--- src/rtl/uart_loopback_slave.sv ---
// uart_loopback_slave: UART register map (DATA/COUNT/STATUS) whose TX writes loop back into an RX FIFO.
module uart_loopback_slave #(
    parameter int ADDR_WIDTH = 32,
    parameter int DATA_WIDTH = 32,
    parameter logic [ADDR_WIDTH-1:0] BASE_ADDR = 32'hc0000000,
    parameter int FIFO_DEPTH = 8,
    parameter int DATA_BITS = 8,
    parameter int READ_LATENCY = 1
) (
    input  logic                  clk,
    input  logic                  n_rst,
    input  logic                  i_en,
    input  logic                  i_rnw,
    input  logic [ADDR_WIDTH-1:0] i_address,
    input  logic [DATA_WIDTH-1:0] i_data,
    output logic [DATA_WIDTH-1:0] o_data,
    output logic                  o_data_valid,
    output logic                  o_busy
);
    localparam int AW = $clog2(FIFO_DEPTH);
    localparam int CNTW = AW + 1;
    localparam int CW = READ_LATENCY > 1 ? $clog2(READ_LATENCY) : 1;

    typedef enum logic [1:0] {IDLE, WAIT, RESP} state_t;
    state_t state, state_next;

    logic [CW-1:0] wait_cnt;
    logic [1:0] off_q;
    logic rnw_q;
    logic [DATA_WIDTH-1:0] data_q;
    logic [DATA_BITS-1:0] mem [FIFO_DEPTH];
    logic [AW-1:0] rd_ptr, wr_ptr;
    logic [CNTW-1:0] count;
    logic overflow, underflow;
    logic [DATA_WIDTH-1:0] rdata;
    logic hit, accept, commit, empty, full, is_data, is_status;
    logic push, pop, flush, set_ov, set_ud;
    logic unused_ok;

    assign hit = i_address[ADDR_WIDTH-1:4] == BASE_ADDR[ADDR_WIDTH-1:4];
    assign accept = state == IDLE && i_en && hit;
    assign commit = state == RESP;
    assign empty = count == '0;
    assign full = count == CNTW'(FIFO_DEPTH);
    assign is_data = off_q == 2'd0;
    assign is_status = off_q == 2'd2;
    assign push = commit && !rnw_q && is_data && !full;
    assign pop = commit && rnw_q && is_data && !empty;
    assign set_ov = commit && !rnw_q && is_data && full;
    assign set_ud = commit && rnw_q && is_data && empty;
    assign flush = commit && !rnw_q && is_status && data_q[0];
    assign unused_ok = &{1'b0, i_address[1:0], data_q};

    always_ff @(posedge clk or negedge n_rst) begin
        if (!n_rst) state <= IDLE;
        else state <= state_next;
    end

    always_comb begin
        state_next = state;
        case (state)
            IDLE: state_next = accept ? (READ_LATENCY > 1 ? WAIT : RESP) : IDLE;
            WAIT: state_next = wait_cnt == CW'(READ_LATENCY - 2) ? RESP : WAIT;
            default: state_next = IDLE;
        endcase
    end

    always_ff @(posedge clk or negedge n_rst) begin
        if (!n_rst) begin
            wait_cnt <= '0;
            off_q <= '0;
            rnw_q <= 1'b0;
            data_q <= '0;
            rd_ptr <= '0;
            wr_ptr <= '0;
            count <= '0;
            overflow <= 1'b0;
            underflow <= 1'b0;
        end else begin
            wait_cnt <= state == WAIT ? wait_cnt + CW'(1) : '0;
            if (accept) begin
                off_q <= i_address[3:2];
                rnw_q <= i_rnw;
                data_q <= i_data;
            end
            rd_ptr <= flush ? '0 : pop ? rd_ptr + AW'(1) : rd_ptr;
            wr_ptr <= flush ? '0 : push ? wr_ptr + AW'(1) : wr_ptr;
            count <= flush ? '0 : push ? count + CNTW'(1) : pop ? count - CNTW'(1) : count;
            // W1C and flush in one STATUS write both apply
            overflow <= (overflow && !(commit && !rnw_q && is_status && data_q[2])) || set_ov;
            underflow <= (underflow && !(commit && !rnw_q && is_status && data_q[3])) || set_ud;
        end
    end

    always_ff @(posedge clk) begin
        if (push) mem[wr_ptr] <= data_q[DATA_BITS-1:0];
    end

    always_comb begin
        rdata = '0;
        if (is_data) rdata[DATA_BITS-1:0] = empty ? '0 : mem[rd_ptr];
        else if (off_q == 2'd1) rdata[CNTW-1:0] = count;
        else if (is_status) rdata[3:0] = {underflow, overflow, full, empty};
    end

    assign o_busy = state != IDLE;
    assign o_data_valid = commit && rnw_q;
    assign o_data = o_data_valid ? rdata : '0;
endmodule

--- config.mk ---
export PLATFORM = sky130hd
export DESIGN_NAME = uart_loopback_slave
export DESIGN_NICKNAME = d
export VERILOG_FILES = /design/src/rtl/uart_loopback_slave.sv
export SDC_FILE = /design/constraint.sdc
export NUM_CORES = 1
export LEC_CHECK = 0
export CELL_PAD_IN_SITES_DETAIL_PLACEMENT = 1
export CELL_PAD_IN_SITES_GLOBAL_PLACEMENT = 2
export CORE_ASPECT_RATIO = 0.75
export CORE_MARGIN = 8
export CORE_UTILIZATION = 36
export DETAILED_ROUTE_END_ITERATION = 16
export PLACE_DENSITY = 0.85
export SYNTH_ARGS = -nofsm -noshare
export SYNTH_HDL_FRONTEND = slang
export SYNTH_SLANG_ARGS = --single-unit
--- constraint.sdc ---
create_clock -name clk -period 3.95 [get_ports clk]
set_input_delay 0.5925 -clock clk [delete_from_list [all_inputs] [get_ports clk]]
set_output_delay 0.5925 -clock clk [all_outputs]
set_load 0.05 [all_outputs]
==> results.txt, run 1 <==
Htree depth: 3
Die Y: 108 microns
Remaining antenna violation count: 0
CTS buffer count: 9
Met3 Track Usage GR: 4.36%
Unrepaired setup endpoints after global routing: no
DRT Pass-1 Iters: 4
Total power draw: 1.93 mW
Drt total wl: 9530 microns
Most used DFF post-synth: edfxtp_1
Hold_ws: 0.468 ns
Max cap viols: 0
Fraction of layout cells with a size suffix above 1: 17.4%
Leak: 1.91 nW
GR Overflow Total: 0
Die W: 139 microns
Avg WL per Cell: 20.1 microns
Final instance area: 4970 sq um
PD cells: 388 nW/um^2
Final HPWL DP: 6840 microns
# rows: 33
Final Max Slew Viols: 0
Clock sink count: 90
Avg Inst Size Synth: 15.4 sq um
GR peak layer: met2
Initial Util: 37.1%
Setup bufs post-CTS: 0
Status: completed
Reg2reg path depth: 8
Most frequent cells in the layout: edfxtp_1, clkdlybuf4s50_1, dfrtp_1, conb_1, nor2_1
Routing usage on met1: 15.8%
Area grow syn2layout: 22.2%
Cells after Synth: 265
WHS Endpoint: wait_cnt$_DFF_PN0_
Vias/cell: 5.10
GP Congestion: 0.769
Drt drc: 0
Finished Layout Cells: 473
Seq/Total Area, Yosys: 63.2%
Least-Margin Pin Slew: 1.10 ns
Post-synthesis cell area: 4070 sq um
Minimum clock period: 3.60 ns
Unique masters post-synth: 49
Util after Layout: 45.3%
Nets: 401
Clock Skew: 0.00567 ns
Ant diodes: 0
Total track usage: 13.2%
Worst r2r src: count[0]$_DFFE_PN0P_
Crit start category: register
Post-Place Cell Area: 4690 sq um
Slew headroom: 26.6%
Synth area leaders: edfxtp_1, dfrtp_1, mux4_2
Largest net degree at the start of global routing: 24
Pre-CTS setup slack: 0.653 ns
Hold buffers post-CTS: 0
Type of the worst min-delay path: register to register
Vias: 2412
Reg2Reg Setup Slack: 1.19 ns
WP data required: 3.36 ns
Vias in the first global route: 2721
Fin Setup TNS: 0 ns
CTS tree: done
Async set or reset register ratio after synthesis: 28.9%
Inst Count DP: 457
Met2 usage in global routing: 23.2%
Worst Setup End Kind: output pin
Starting DRT DRC Count: 127
HP Start: wait_cnt$_DFF_PN0_
Fmax: 0.277 GHz
Seq cells post-synth: 90
Warnings, synthesis: 0
Core box area: 11000 sq um
VDD IR max: 0.269 mV
PnR worst setup slack: 0.345 ns
WS Path Type: register to output pin
Root buffer cell: clkbuf_16
CTS Buffer Depth: 2
Worst path arrival time: 3.01 ns
Total I/O pin count: 102
Final setup violation count: 0
Initial antenna violation count: 0
Most common cell after layout, fill and taps aside: edfxtp_1
Port Buffers: 51
Post-CTS sizing: 0
Reg2Reg Capture Point: count[3]$_DFFE_PN0P_
Clock transition at path regs: 0.06 ns
DIE AREA: 15000 sq um
Final Hold Viols: 0
Share of the synthesized area in the top cell type: 47.2%
Fin crit share: 91.3%
CP Max Fanout: 14
First-pass GRT wire length: 15200 microns
Number of synthesized flops with an enable pin: 64
Yosys top cell by area: edfxtp_1
Hold Crit Depth: 1
Insertion delay to the later sink of the worst-skew pair: 0.34 ns
how the worst max path moves through the flow:
stage          slack (ns)                   from         to
3_5_place_dp         0.65  rd_ptr[0]$_DFFE_PN0P_  o_data[7]
6_report             0.35  rd_ptr[0]$_DFFE_PN0P_  o_data[7]
4_1_cts              0.27  rd_ptr[0]$_DFFE_PN0P_  o_data[7]
5_1_grt              0.16  rd_ptr[0]$_DFFE_PN0P_  o_data[4]
2_1_floorplan        1.30     state[0]$_DFF_PN0_  o_data[4]
3_3_place_gp         0.70  rd_ptr[0]$_DFFE_PN0P_  o_data[7]
sequential cells by signal, indices dropped and copies added, names as in the netlist, 2 cells and up:
register,cells
count,4
data_q,8
mem,64
off_q,2
rd_ptr,3
state,2
wr_ptr,3
logic make-up after synthesis:
logic type      share of synthesized area [%]
flops                                    63.2
buf+inv                                  5.87
compound gates                           3.69
other cells                            0.0921
simple gates                             9.77
fa+ha+maj                                1.72
mux                                      14.8
xor+xnor                                0.861
critical path, cell delays in order (launching register included):
cell and delay, ns:
dfrtp_1 0.85, buf_4 0.34, mux4_2 0.53, mux2i_1 0.14
nor2_1 0.08, clkdlybuf4s50_1 0.72
report_power, final:
group	internal, mW	switching [mW]	total, mW
clock	0.485	0.343	0.828
sequential	1.00	0.0000000667	1.00
combinational	0.0368	0.0624	0.0992
total	1.52	0.406	1.93
per-layer routing:
layer,up-vias,wire length (microns)
met5,-,0
met4,0,63
met3,9,385
met2,44,4920
met1,1259,4160
li1,1100,-
cells in the mapped netlist, drive strengths merged, types with 2 or more instances:
library cell,number
a22oi,4
nor3b,4
buf,29
mux2,12
nor2,15
xor2,2
nand4,3
ha,4
mux2i,14
o21a,2
o21ai,5
nand2,8
xnor2,2
edfxtp,64
nor3,10
nand3,4
clkbuf,2
mux4,14
nor4b,2
dfrtp,26
or2,2
nor2b,3
a21oi,7
inv,3
nand2b,3
nor4,8
layout make-up:
class                   instances  area, sq um
multi-input cells             164         1350
flip-flops and latches         90         2570
inverters                       3         11.3
fillers                      1118         6010
clock inverters                 6         57.6
clock buffers                  10          229
repair buffers                 60          578
well taps                     140          175
(Power assumes the default switching activity.)
==> run 2, diff against run 1 <==
SETUP_SLACK_MARGIN = 0.02   (was default)
==> results of run 2 <==
The final DEF is identical to that of run 1; final timing and power are the same.
==> run 3, diff against run 2 <==
CTS_CLUSTER_DIAMETER = 30   (was default)
==> results of run 3 <==
The final DEF is identical to that of run 1; final timing and power are the same.
